<file path="config.mk">
export PLATFORM = sky130hd
export DESIGN_NAME = out_dma
export DESIGN_NICKNAME = d
export VERILOG_FILES = /design/src/rtl/dma_pkg.sv /design/src/rtl/out_dma.sv
export SDC_FILE = /design/constraint.sdc
export NUM_CORES = 1
export LEC_CHECK = 0
export ABC_AREA = 1
export CAP_MARGIN = 20
export CORE_AREA = 2 2 259 261
export CTS_BUF_LIST = sky130_fd_sc_hd__clkbuf_8 sky130_fd_sc_hd__clkbuf_16
export DETAILED_ROUTE_END_ITERATION = 8
export DIE_AREA = 0 0 261 263
export GPL_TIMING_DRIVEN = 0
export PLACE_DENSITY_LB_ADDON = 0.1
export SYNTH_ARGS = -nofsm -noshare
export SYNTH_HDL_FRONTEND = slang
export SYNTH_SLANG_ARGS = --single-unit
</file>
<file path="constraint.sdc">
create_clock -name clk -period 1.9 [get_ports clk]
set_clock_uncertainty 0.1 [all_clocks]
set_input_delay 0.57 -clock clk [delete_from_list [all_inputs] [get_ports clk]]
set_output_delay 0.57 -clock clk [all_outputs]
set_load 0.01 [all_outputs]
</file>
<file path="src/rtl/dma_pkg.sv">
// Shared definitions for the accelerator DMA engines: AXI encodings, the
// engine state encoding and the fixed AXI IDs of the input and output DMAs.
package dma_pkg;

    localparam logic [1:0] AXI_BURST_INCR  = 2'b01;
    localparam logic [1:0] AXI_RESP_OKAY   = 2'b00;
    localparam logic [1:0] AXI_RESP_SLVERR = 2'b10;

    typedef enum logic [1:0] {
        DMA_IDLE = 2'd0,
        DMA_ADDR = 2'd1,
        DMA_DATA = 2'd2,
        DMA_RESP = 2'd3
    } dma_state_e;

    localparam logic [7:0] IN_DMA_ID  = 8'h80;
    localparam logic [7:0] OUT_DMA_ID = 8'h81;

endpackage

</file>
<file path="src/rtl/out_dma.sv">
// AXI write-master that drains the accelerator output buffer to memory with
// one INCR burst per start, then reports completion and the write response.
//
// state    | meaning
// IDLE     | waiting for dma_start
// ADDR     | awvalid held until awready
// DATA     | streaming buffer words on W, wlast on beat len
// RESP     | waiting for a B response carrying our ID
module out_dma
    import dma_pkg::*;
#(
    parameter int                  ADDR_WIDTH = 32,
    parameter int                  DATA_WIDTH = 256,
    parameter int                  ID_WIDTH   = 8,
    parameter logic [ID_WIDTH-1:0] ID         = ID_WIDTH'(OUT_DMA_ID)
) (
    input  logic                    clk,
    input  logic                    rst,

    input  logic [ADDR_WIDTH-1:0]   dma_addr,
    input  logic [3:0]              dma_burst_len,
    input  logic                    dma_start,
    output logic                    dma_busy,
    output logic                    dma_done,
    output logic                    dma_err,

    input  logic [DATA_WIDTH-1:0]   out_buf_rd_data,
    input  logic                    out_buf_rd_valid,
    output logic                    out_buf_rd_ready,

    output logic [ID_WIDTH-1:0]     awid,
    output logic [ADDR_WIDTH-1:0]   awaddr,
    output logic [7:0]              awlen,
    output logic [2:0]              awsize,
    output logic [1:0]              awburst,
    output logic                    awvalid,
    input  logic                    awready,

    output logic [DATA_WIDTH-1:0]   wdata,
    output logic [DATA_WIDTH/8-1:0] wstrb,
    output logic                    wlast,
    output logic                    wvalid,
    input  logic                    wready,

    input  logic [ID_WIDTH-1:0]     bid,
    input  logic [1:0]              bresp,
    input  logic                    bvalid,
    output logic                    bready
);

    localparam int SIZE_BITS = $clog2(DATA_WIDTH / 8);
    localparam logic [ADDR_WIDTH-1:0] OFFSET_MASK =
        ADDR_WIDTH'((64'd1 << SIZE_BITS) - 64'd1);

    dma_state_e            state_q;
    logic [ADDR_WIDTH-1:0] addr_q;
    logic [3:0]            len_q;
    logic [3:0]            cnt_q;
    logic                  err_q;

    logic in_data;
    logic in_resp;
    logic w_hs;
    logic b_hs;

    assign in_data = (state_q == DMA_DATA);
    assign in_resp = (state_q == DMA_RESP);

    // W channel is a zero-latency pass-through of the buffer head while in DATA
    assign wvalid           = in_data & out_buf_rd_valid;
    assign wdata            = in_data ? out_buf_rd_data : '0;
    assign out_buf_rd_ready = in_data & wready;
    assign wlast            = in_data & (cnt_q == len_q);
    assign wstrb            = '1;

    assign awid    = ID;
    assign awaddr  = addr_q;
    assign awlen   = {4'b0000, len_q};
    assign awsize  = 3'(SIZE_BITS);
    assign awburst = AXI_BURST_INCR;
    assign awvalid = (state_q == DMA_ADDR);

    // Responses for other masters sharing the port are left for them
    assign bready = in_resp & (bid == ID);

    assign w_hs = wvalid & wready;
    assign b_hs = bvalid & bready;

    // Done is asserted in the accepting cycle, while the state is still RESP
    assign dma_done = b_hs;
    assign dma_busy = (state_q != DMA_IDLE);
    assign dma_err  = err_q;

    always_ff @(posedge clk) begin
        if (rst) begin
            state_q <= DMA_IDLE;
            addr_q  <= '0;
            len_q   <= '0;
            cnt_q   <= '0;
            err_q   <= 1'b0;
        end else begin
            case (state_q)
                DMA_IDLE: begin
                    if (dma_start) begin
                        addr_q  <= dma_addr & ~OFFSET_MASK;
                        len_q   <= dma_burst_len;
                        err_q   <= 1'b0;
                        state_q <= DMA_ADDR;
                    end
                end
                DMA_ADDR: begin
                    if (awready) begin
                        cnt_q   <= '0;
                        state_q <= DMA_DATA;
                    end
                end
                DMA_DATA: begin
                    if (w_hs) begin
                        if (wlast) begin
                            state_q <= DMA_RESP;
                        end else begin
                            cnt_q <= cnt_q + 4'd1;
                        end
                    end
                end
                DMA_RESP: begin
                    if (b_hs) begin
                        err_q   <= (bresp != AXI_RESP_OKAY);
                        state_q <= DMA_IDLE;
                    end
                end
                default: state_q <= DMA_IDLE;
            endcase
        end
    end

endmodule

</file>
Yosys cells after proc, flatten, opt, wreduce, memory -nomap -nowiden
Index checks and enable logic that the tools add are counted.
{"block": "op_classes", "div_mod_pow": 0, "n_bitwise": 6, "reduce_logical": 9, "mux": 14, "n_addsub": 1, "eq_ne": 11, "n_mul": 0, "n_shift": 0, "n_lt_le_gt_ge": 0}
{"operator": "256-bit two-way mux", "count": 1}
{"operator": "4-bit two-way mux", "count": 3}
{"operator": "2-bit two-way mux", "count": 5}
{"operator": "8-bit equality test, second input constant", "count": 1}
{"operator": "2-bit != test, second input constant", "count": 4}
{"operator": "2-bit one-hot mux with 4 select lines", "count": 1}
{"operator": "4-bit one-hot mux with 2 select lines", "count": 1}
{"operator": "2-bit nonzero test", "count": 4}
{"operator": "1-bit bitwise AND", "count": 6}
{"operator": "5-bit AND reduction", "count": 1}
{"operator": "4-bit by 1-bit adder with 4-bit output, second input constant", "count": 1}
{"operator": "2-bit equality test, second input constant", "count": 2}
{"operator": "4-bit equality test", "count": 1}
{"operator": "2-bit by 1-bit != test with 1-bit output, second input constant", "count": 2}
{"operator": "4-bit AND reduction", "count": 1}
{"operator": "3-bit AND reduction", "count": 1}
{"operator": "2-bit by 1-bit equality test with 1-bit output, second input constant", "count": 1}
{"operator": "2-bit logical NOT", "count": 1}
{"operator": "1-bit two-way mux", "count": 2}
{"operator": "1-bit one-hot mux with 2 select lines", "count": 1}
{"operator": "2-bit AND reduction", "count": 1}
{"block": "totals", "n_memories": 0, "ram_bits": 0, "regBits": 38, "in_bits": 309, "latch_bits": 0, "rom_bits": 0}

Logic depth before layout (Yosys ltp)
Gate-level depths: netlist (run 1).
{"block": "logic_depth", "ltp_word": 5, "depth_mapped": 10, "ltp_nobuf": 10}

Worst setup path before layout (run 1)
No wires, ideal clock.
{"block": "synth_timing", "kind": "reg2out", "start": "register state_q[0]", "end": "output wdata[175]", "required_time_ps": 1230, "arrival_time_ps": 1244, "stages_incl_launch_ff": 8, "n_path_buf": 3, "path_slack_ps": -14, "cell_sequence": "dfxtp_1 inv_1 ha_1 buf_6 clkbuf_1 buf_2 nand2_1 inv_2"}
{"block": "synth_between", "elab_chain_cells": 2}
{"item": "from (decl)", "line_no": "out_dma.sv:55", "source": "dma_state_e state_q;"}
{"item": "from (signal assigned)", "line_no": "out_dma.sv:96", "source": "state_q <= DMA_IDLE;"}
{"item": "from (signal assigned)", "line_no": "out_dma.sv:108", "source": "state_q <= DMA_ADDR;"}
{"item": "from (signal assigned)", "line_no": "out_dma.sv:114", "source": "state_q <= DMA_DATA;"}
{"item": "2-bit equality test", "line_no": "out_dma.sv:66", "source": "assign in_data = (state_q == DMA_DATA);"}
{"item": "256-bit two-way mux", "line_no": "out_dma.sv:71", "source": "assign wdata = in_data ? out_buf_rd_data : '0;"}
{"item": "to (decl)", "line_no": "out_dma.sv:39", "source": "output logic [DATA_WIDTH-1:0] wdata,"}
Every way passes these cells.

Worst setup path in the final report (run 1)
{"block": "layout_timing", "start": "register state_q[0]", "end": "output wdata[186]"}
Same word-level chain as after synthesis.

==> reports/summary.log, run 1 <==
qor: outcome.outcome finished with violations
qor: outcome.violations setup timing
qor: pwr.cellPowerDensity 1088 nW/um^2
qor: timing.hold_slack 0.3802 ns
qor: floorplan.fp.dieArea 68640 sq um
qor: logic_synthesis.synthMostInstantiatedCell sky130_fd_sc_hd__nand2_1
qor: logic_synthesis.netlist.top_cell.by_area sky130_fd_sc_hd__nand2_1
qor: global_routing.wire_length_of_the_first_global_routing_pass 49.94 mm
qor: timing.period_needed 2.329 ns
qor: routing.route.vias.total 6996
qor: floorplan.floorplan.initialDensity 0.06402
qor: pwr.power 0.01500 W
qor: logic_synthesis.synth_cell_type_count 24
qor: floorplan.std_cell_rows 94
qor: floorplan.die-height 263 um
qor: timing.setup_viol 265
qor: logic_synthesis.synth_edf_count 0
qor: layout.layout-area-overhead-vs-synth 228.2%
qor: global_routing.globalRouteTotalUtil 0.1011
qor: logic_synthesis.synth_flop_cell sky130_fd_sc_hd__dfxtp_1
qor: clock_tree.clock_latency_on_the_worst_skew_pair 0.28 ns
qor: critical_path.critical_path.endpoint_type primary output
qor: logic_synthesis.synth.top_cell.area_share 0.2537
qor: layout.drive_above_1_share 0.5377
qor: critical_path.worst_ep_required_time 1.23 ns
qor: layout.final_cells 2415
qor: logic_synthesis.yosys_warnings 0
qor: pwr.power.switching 0.006768 W
qor: worst_hold_path.min_path_cells 2
qor: layout.antenna_cells 0
qor: logic_synthesis.post_synth_main_area_contributors sky130_fd_sc_hd__nand2_1, sky130_fd_sc_hd__dfxtp_1, sky130_fd_sc_hd__inv_2, sky130_fd_sc_hd__buf_4, sky130_fd_sc_hd__inv_1
qor: place.post-dp-hpwl 31.90 mm
qor: routing.route.detailed.drc 0
qor: logic_synthesis.ys_ff_latch 38
qor: pwr.seq_power_share 0.076
qor: clock_tree.ctsRootBufferMaster sky130_fd_sc_hd__clkbuf_16
qor: critical_path.timing.rr.end state_q[1]
qor: routing.initialDrtViolationCount 171
qor: clock_tree.cts_buffer_depth 2
qor: floorplan.number_of_i_o_pins 658
qor: critical_path.worstPathArrival 1.66 ns
qor: timing.rsz0062_at_grt true
qor: critical_path.path_max_fanout 7
qor: critical_path.timing_worst_setup_path_type reg2out
qor: worst_hold_path.timing.hold.worst.class reg2reg
qor: logic_synthesis.post_synth_inst_count 832
qor: timing.layout_setup_ws -0.4293 ns
qor: logic_synthesis.synthTopCellsByCount sky130_fd_sc_hd__nand2_1, sky130_fd_sc_hd__inv_2, sky130_fd_sc_hd__inv_1
qor: place.finalWeightedCongestion 0.8047
qor: timing.finalHoldViolations 0
qor: logic_synthesis.synth.cell_area 4202 sq um
qor: routing.detail_route.wl_per_cell 15.67 um
qor: timing.final_min_period_over_clock_period 1.226
qor: pwr.vdd_drop_max 0.3587 mV
qor: global_routing.maximum_number_of_pins_on_one_net_before_global_route_repair 11
qor: clock_tree.worst_setup_hold_path_clk_slew 0.06 ns
qor: clock_tree.cts_made_buffers 5
qor: clock_tree.cts_tree yes
qor: job.max_cap_violations 0
qor: floorplan.core_area 65630 sq um
qor: routing.wl_final 37.85 mm
qor: worst_hold_path.hold_path_startpoint awaddr[31]
qor: clock_tree.cts.htree.levels 2
qor: pwr.cell_internal_pwr 0.008231 W
qor: critical_path.start_kind flop
qor: routing.antenna_left 0
qor: critical_path.flop_to_flop_setup_slack -0.13 ns
qor: global_routing.grt-ovfl-total 0
qor: pwr.netSwitchingFraction 0.4512
qor: routing.route.detailed.vias_per_inst 2.897
qor: critical_path.timing.rr.start state_q[0]
qor: logic_synthesis.ys_seq_area_frac 0.1811
qor: timing.fmax 429.3 MHz
qor: timing.drv_slew 0
qor: routing.detailedRoute.firstPassIterationCount 4
qor: floorplan.overall_die_width 261 um
qor: pwr.cellLeakagePower 7.987 nW
qor: critical_path.r2r_cell_count 14
qor: logic_synthesis.postSynth.asyncResetShare 0
qor: layout.final_nets 1866
qor: global_routing.first_global_vias 6752
qor: global_routing.grt_antenna_before_repair 5
qor: place.io_buf_count 598
qor: clock_tree.tritoncts_num_sinks 38
qor: logic_synthesis.synth.avg_cell_area 5.050 sq um
qor: pwr.comb_power_share 0.870
qor: place.cell_count_post_placement 2346
qor: worst_hold_path.endpoint_of_the_worst_hold_path awaddr[31]
qor: pwr.power.share.clock 0.053
-- how the worst max path moves through the flow --
| stage | from | end | slack [ns] | cells past startpoint |
|---|---|---|---|---|
| finish | state_q[0] | wdata[186] | -0.43 | 9 |
| floorplan | state_q[0] | wdata[10] | 0.04 | 7 |
| CTS | state_q[0] | wdata[198] | -0.49 | 8 |
| global placement | state_q[0] | wdata[3] | -1.14 | 8 |
| global route | state_q[0] | wdata[186] | -0.49 | 9 |
| detailed placement | state_q[0] | wdata[3] | -1.12 | 8 |
-- registers in the layout, summed over array words and instances, names as in the netlist --
register and flops:
len_q 4, state_q 2, cnt_q 4, awaddr 27, dma_err 1
-- worst max-delay path, cell delays in order, from the launching register on --
cell and delay [ns]:
sky130_fd_sc_hd__dfxtp_2 0.35, sky130_fd_sc_hd__inv_4 0.04, sky130_fd_sc_hd__ha_4 0.15, sky130_fd_sc_hd__buf_12 0.14, sky130_fd_sc_hd__buf_12 0.13, sky130_fd_sc_hd__clkbuf_16 0.17
sky130_fd_sc_hd__clkbuf_16 0.17, sky130_fd_sc_hd__nand2_2 0.06, sky130_fd_sc_hd__inv_2 0.03, sky130_fd_sc_hd__buf_4 0.13
-- routing by layer --
layer | GRT usage | part of all wire | vias to the layer above
met5 | 0 | 0.00098 | -
met4 | 0.008446 | 0.0077 | 8
met1 | 0.09365 | 0.32 | 3096
li1 | - | - | 3588
met3 | 0.03408 | 0.095 | 24
met2 | 0.2134 | 0.57 | 280
-- per-stage QoR --
step / TNS, ns / setup slack (ns) / area [sq um] / util
finish: -90.49 / -0.4293 / 13790 / 0.2101
global route: -109.16 / -0.4884 / 13790 / 0.2101
CTS: -99.66 / -0.4877 / 12690 / 0.1934
detailed placement: -241.70 / -1.121 / 11470 / 0.1747
global placement: -242.48 / -1.139 / 11470 / 0.1747
floorplan: 0 / 0.04472 / 4399 / -
-- kinds of logic after synthesis --
group | after synthesis | share of synthesized area
AO/OA/AOI/OAI | 44 | 0.05777
XOR/XNOR | 2 | 0.004170
adder cells (fa/ha/maj) | 6 | 0.01787
buffers and inverters | 372 | 0.3919
flip-flops | 38 | 0.1811
other | 2 | 0.001787
AND/OR/NAND/NOR | 368 | 0.3454
-- repair_timing --
item | 4_1_cts | 5_1_grt
hold buffers | 0 | 0
setup endpoints to repair | 297 | 294
gates cloned | 16 | 5
setup buffers | 30 | 14
gates resized for setup | 1426 | 377
pin swaps | 10 | 1
-- final cells by class --
class	instances	area, sq um
clock buffer	5	125.1
timing repair buffer	662	6749
clock inverter	2	7.507
tap	864	1081
buffer	90	935.9
inverter	280	1059
sequential	38	769.5
fill	7428	51840
multi-input combinational	474	3063
-- cells in the final DEF, fill, tap and decap left out, types with 2 or more instances in the layout --
cell type,count
sky130_fd_sc_hd__inv_1,73
sky130_fd_sc_hd__nor2_4,5
sky130_fd_sc_hd__nand2_4,116
sky130_fd_sc_hd__nand2_2,75
sky130_fd_sc_hd__xor2_1,2
sky130_fd_sc_hd__inv_4,3
sky130_fd_sc_hd__nand2_1,97
sky130_fd_sc_hd__buf_8,13
sky130_fd_sc_hd__clkdlybuf4s15_2,6
sky130_fd_sc_hd__buf_2,77
sky130_fd_sc_hd__ha_1,4
sky130_fd_sc_hd__o21ai_1,32
sky130_fd_sc_hd__nand4_1,6
sky130_fd_sc_hd__nand3_2,2
sky130_fd_sc_hd__dfxtp_2,4
sky130_fd_sc_hd__nand3_1,2
sky130_fd_sc_hd__buf_6,189
sky130_fd_sc_hd__clkbuf_1,4
sky130_fd_sc_hd__a21oi_1,9
sky130_fd_sc_hd__nor2_1,64
sky130_fd_sc_hd__clkbuf_2,6
sky130_fd_sc_hd__conb_1,54
sky130_fd_sc_hd__buf_4,82
sky130_fd_sc_hd__o21ai_4,2
sky130_fd_sc_hd__buf_12,20
sky130_fd_sc_hd__inv_2,206
sky130_fd_sc_hd__buf_16,10
sky130_fd_sc_hd__dfxtp_1,33
sky130_fd_sc_hd__clkbuf_16,14
sky130_fd_sc_hd__dlygate4sd2_1,16
sky130_fd_sc_hd__clkdlybuf4s50_1,319
-- power groups by stage --
stage / Combinational, W / Sequential (W) / Clock, W
after floorplan: 0.00382 / 0.00122 / 0
after global placement: 0.00920 / 0.00114 / 0
after detailed placement: 0.00912 / 0.00114 / 0
after CTS: 0.0116 / 0.00114 / 0.000854
after global routing: 0.0140 / 0.00117 / 0.000877
final: 0.0131 / 0.00114 / 0.000802
Note: power is estimated with default switching activity, not from simulation.
==> run 2: changes to the inputs <==
--- a/config.mk
+++ b/config.mk
@@ -6,7 +6,6 @@
 export NUM_CORES = 1
 export LEC_CHECK = 0
 export ABC_AREA = 1
-export CAP_MARGIN = 20
 export CORE_AREA = 2 2 259 261
 export CTS_BUF_LIST = sky130_fd_sc_hd__clkbuf_8 sky130_fd_sc_hd__clkbuf_16
 export DETAILED_ROUTE_END_ITERATION = 8
==> results of run 2 <==
No change in the layout: final DEF, timing and power equal those of run 1.
==> run 3: changes to the inputs <==
--- a/config.mk
+++ b/config.mk
@@ -10,7 +10,6 @@
 export CTS_BUF_LIST = sky130_fd_sc_hd__clkbuf_8 sky130_fd_sc_hd__clkbuf_16
 export DETAILED_ROUTE_END_ITERATION = 8
 export DIE_AREA = 0 0 261 263
-export GPL_TIMING_DRIVEN = 0
 export PLACE_DENSITY_LB_ADDON = 0.1
 export SYNTH_ARGS = -nofsm -noshare
 export SYNTH_HDL_FRONTEND = slang
==> reports/summary.log, run 3 (synthesis results as in run 1) <==
qor: routing.route.vias.total 6876 [-1.7%]
qor: clock_tree.worst_setup_hold_path_clk_slew 0.07 ns [about the same]
qor: place.cell_count_post_placement 2306 [-1.7%]
qor: routing.route.detailed.vias_per_inst 2.882 [-0.52%]
qor: floorplan.overall_die_width 261 um [unchanged]
qor: timing.hold_slack 0.3818 ns [+0.001558 ns]
qor: pwr.comb_power_share 0.859 [-0.011]
qor: critical_path.timing.rr.end cnt_q[3]
qor: floorplan.die-height 263 um [unchanged]
qor: routing.detailedRoute.firstPassIterationCount 4 [unchanged]
qor: critical_path.r2r_cell_count 10 [-4]
qor: pwr.netSwitchingFraction 0.4491 [-0.002183]
qor: critical_path.setup.worst_path.end wdata[200]
qor: critical_path.worst_ep_required_time 1.23 ns [about the same]
qor: pwr.cellPowerDensity 1104 nW/um^2 [+1.5%]
qor: timing.finalHoldViolations 0 [unchanged]
qor: clock_tree.cts_tree yes
qor: timing.tightestPinTransition 0.6332 ns
qor: layout.layout-area-overhead-vs-synth 208.3%
qor: global_routing.wire_length_of_the_first_global_routing_pass 47.70 mm [-4.5%]
qor: place.post-dp-hpwl 29.84 mm [-6.5%]
qor: global_routing.top_usage_layer met2
qor: place.io_buf_count 598 [unchanged]
qor: outcome.violations setup timing
qor: global_routing.global_route.usage.met3 0.02590 [-0.008184]
qor: pwr.cellLeakagePower 7.555 nW [-5.4%]
qor: pwr.vdd_drop_max 0.3948 mV [+10%]
qor: critical_path.start_kind flop
qor: floorplan.std_cell_rows 94 [unchanged]
qor: global_routing.first_global_vias 6731 [-0.31%]
qor: timing.drv_slew 0 [unchanged]
qor: timing.setup_total_negative_slack -79.04 ns [+11.44 ns]
qor: timing.rsz0062_at_grt true
qor: floorplan.fp.dieArea 68640 sq um [unchanged]
qor: clock_tree.tritoncts_num_sinks 38 [unchanged]
qor: floorplan.core_area 65630 sq um [unchanged]
qor: global_routing.met2_usage 0.1975 [-0.01592]
qor: layout.drive_above_1_share 0.5003 [-0.03739]
qor: clock_tree.cts.htree.levels 2 [unchanged]
qor: global_routing.maximum_number_of_pins_on_one_net_before_global_route_repair 35 [+24]
qor: layout.number_of_flip_flops_in_the_largest_register 27 [unchanged]
qor: clock_tree.cts-hold-fix-buffers 0 [unchanged]
qor: layout.layout_common_cells sky130_fd_sc_hd__clkdlybuf4s50_1, sky130_fd_sc_hd__inv_2, sky130_fd_sc_hd__buf_6
qor: place.finalWeightedCongestion 0.8251 [+2.5%]
qor: routing.route.detailed.drc 0 [unchanged]
qor: layout.final_cells 2386 [-1.2%]
qor: layout.final_nets 1833 [-1.8%]
qor: routing.detail_route.wl_per_cell 15.33 um [-2.2%]
qor: global_routing.grt-ovfl-total 0 [unchanged]
qor: job.max_cap_violations 0 [unchanged]
qor: critical_path.worstPathArrival 1.66 ns [about the same]
qor: routing.initialDrtViolationCount 148 [-13%]
qor: clock_tree.clock_latency_on_the_worst_skew_pair 0.28 ns [about the same]
qor: critical_path.cp_cell_sequence ha_4, buf_12, buf_4, buf_12, nand2_2, inv_2, clkdlybuf4s15_2
qor: critical_path.cpMostUsedCell sky130_fd_sc_hd__buf_12
qor: critical_path.startpoint state_q[1]
qor: clock_tree.cts_buffer_depth 2 [unchanged]
qor: critical_path.critPathMaxStageDelay 0.38 ns [+0.03 ns]
qor: timing.final_min_period_over_clock_period 1.226 [about the same]
qor: global_routing.globalRouteTotalUtil 0.09512 [-0.005929]
qor: pwr.power.switching 0.006420 W [-5.1%]
qor: timing.fmax 429.2 MHz [about the same]
qor: pwr.power.share.clock 0.061 [+0.008]
qor: critical_path.critical_path.endpoint_type primary output
qor: critical_path.timing_worst_setup_path_type reg2out
qor: clock_tree.cts_made_buffers 5 [unchanged]
qor: place.detailedPlace.worstSlack -0.7410 ns [+0.3800 ns]
qor: timing.max-slew-margin-rel 0.5772
qor: floorplan.number_of_i_o_pins 658 [unchanged]
qor: pwr.cell_internal_pwr 0.007877 W [-4.3%]
qor: routing.antenna_left 0 [unchanged]
qor: routing.wl_final 36.58 mm [-3.4%]
qor: worst_hold_path.timing.hold.worst.class reg2reg
qor: global_routing.gr-usage-met1 0.09272 [-0.0009319]
qor: critical_path.timing.rr.start state_q[0]
qor: critical_path.flop_to_flop_setup_slack 0.06 ns [+0.19 ns]
qor: timing.period_needed 2.330 ns [+0.0007890 ns]
qor: floorplan.floorplan.initialDensity 0.06402 [unchanged]
qor: critical_path.slowest_stage sky130_fd_sc_hd__dfxtp_4
qor: layout.layout_commonest_cell sky130_fd_sc_hd__clkdlybuf4s50_1
qor: clock_tree.ctsRootBufferMaster sky130_fd_sc_hd__clkbuf_16
qor: pwr.seq_power_share 0.080 [+0.004]
qor: timing.setup_viol 261 [-1.5%]
qor: global_routing.grt_antenna_before_repair 5 [unchanged]
qor: timing.layout_setup_ws -0.4301 ns [-0.0007890 ns]
qor: outcome.outcome finished with violations
qor: critical_path.path_max_fanout 11 [+4]
## run 3: changes by cell type in the layout (fill, tap and decap cells not counted), moves of 7 or more
| cell | delta |
|---|---|
| sky130_fd_sc_hd__nand2_2 | +9 |
| sky130_fd_sc_hd__dlygate4sd2_1 | -10 |
| sky130_fd_sc_hd__buf_2 | -54 |
| sky130_fd_sc_hd__inv_1 | -16 |
| sky130_fd_sc_hd__nand2_4 | -58 |
| sky130_fd_sc_hd__dlymetal6s2s_1 | +23 |
| sky130_fd_sc_hd__clkbuf_2 | +58 |
| sky130_fd_sc_hd__buf_6 | -37 |
| sky130_fd_sc_hd__nand2_1 | +49 |
| sky130_fd_sc_hd__inv_2 | +16 |
| sky130_fd_sc_hd__buf_16 | -7 |
## run 3: final cells by class
type                       instances  area (sq um)
clock buffer                       6         138.9
timing repair buffer             719          7207
tap                              864          1081
inverter                         280          1056
fill                            7511         52670
sequential                        38         765.7
antenna                            3         7.507
multi-input combinational        474          2690
clock inverter                     2         8.758
## run 3: worst max-delay path, delay by kind of cell (launching register included)
kind | cells | cell delay, ns
buffers and inverters | 5 | 0.67
DFF | 1 | 0.38
adders and majority gates | 1 | 0.22
and+or+nand+nor | 1 | 0.09
## run 3: repair_timing
item / in CTS / in global routing
setup buffers: 32 / 33
pin swaps: 1 / 4
resized for setup: 689 / 734
setup endpoints to repair: 269 / 279
cloned: 6 / 9
## run 3: stage by stage
| step | area [sq um] | utilization | power [W] |
|---|---|---|---|
| floorplan | 4399 | - | 0.005031 |
| global placement | 11350 | 0.1729 | 0.01073 |
| detailed placement | 11350 | 0.1729 | 0.01063 |
| CTS | 12170 | 0.1855 | 0.01296 |
| global route | 12950 | 0.1974 | 0.01540 |
| finish | 12950 | 0.1974 | 0.01430 |
## run 3: how the worst min path moves through the flow
stage               slack [ns]       start  cells past startpoint         end
floorplan                 0.37    cnt_q[3]                      2    cnt_q[3]
global placement          0.36  awaddr[26]                      2  awaddr[26]
detailed placement        0.37   awaddr[5]                      2   awaddr[5]
CTS                       0.39   awaddr[5]                      2   awaddr[5]
global route              0.41  awaddr[22]                      2  awaddr[22]
finish                    0.38  awaddr[27]                      2  awaddr[27]
## run 3: power by group through the flow
stage	registers [W]	clock network (W)	logic (W)
4_1_cts	0.00114	0.000934	0.0109
3_5_place_dp	0.00114	0	0.00949
3_3_place_gp	0.00114	0	0.00959
2_1_floorplan	0.00122	0	0.00382
6_report	0.00114	0.000879	0.0123
5_1_grt	0.00117	0.000964	0.0133
## run 3: per-layer routing
metal	part of all wire	routed length (um)	vias to the layer above
met5	0.00049	18	-
met4	0.016	569	4
met3	0.080	2939	29
met2	0.56	20400	287
met1	0.35	12650	3030
li1	-	-	3526
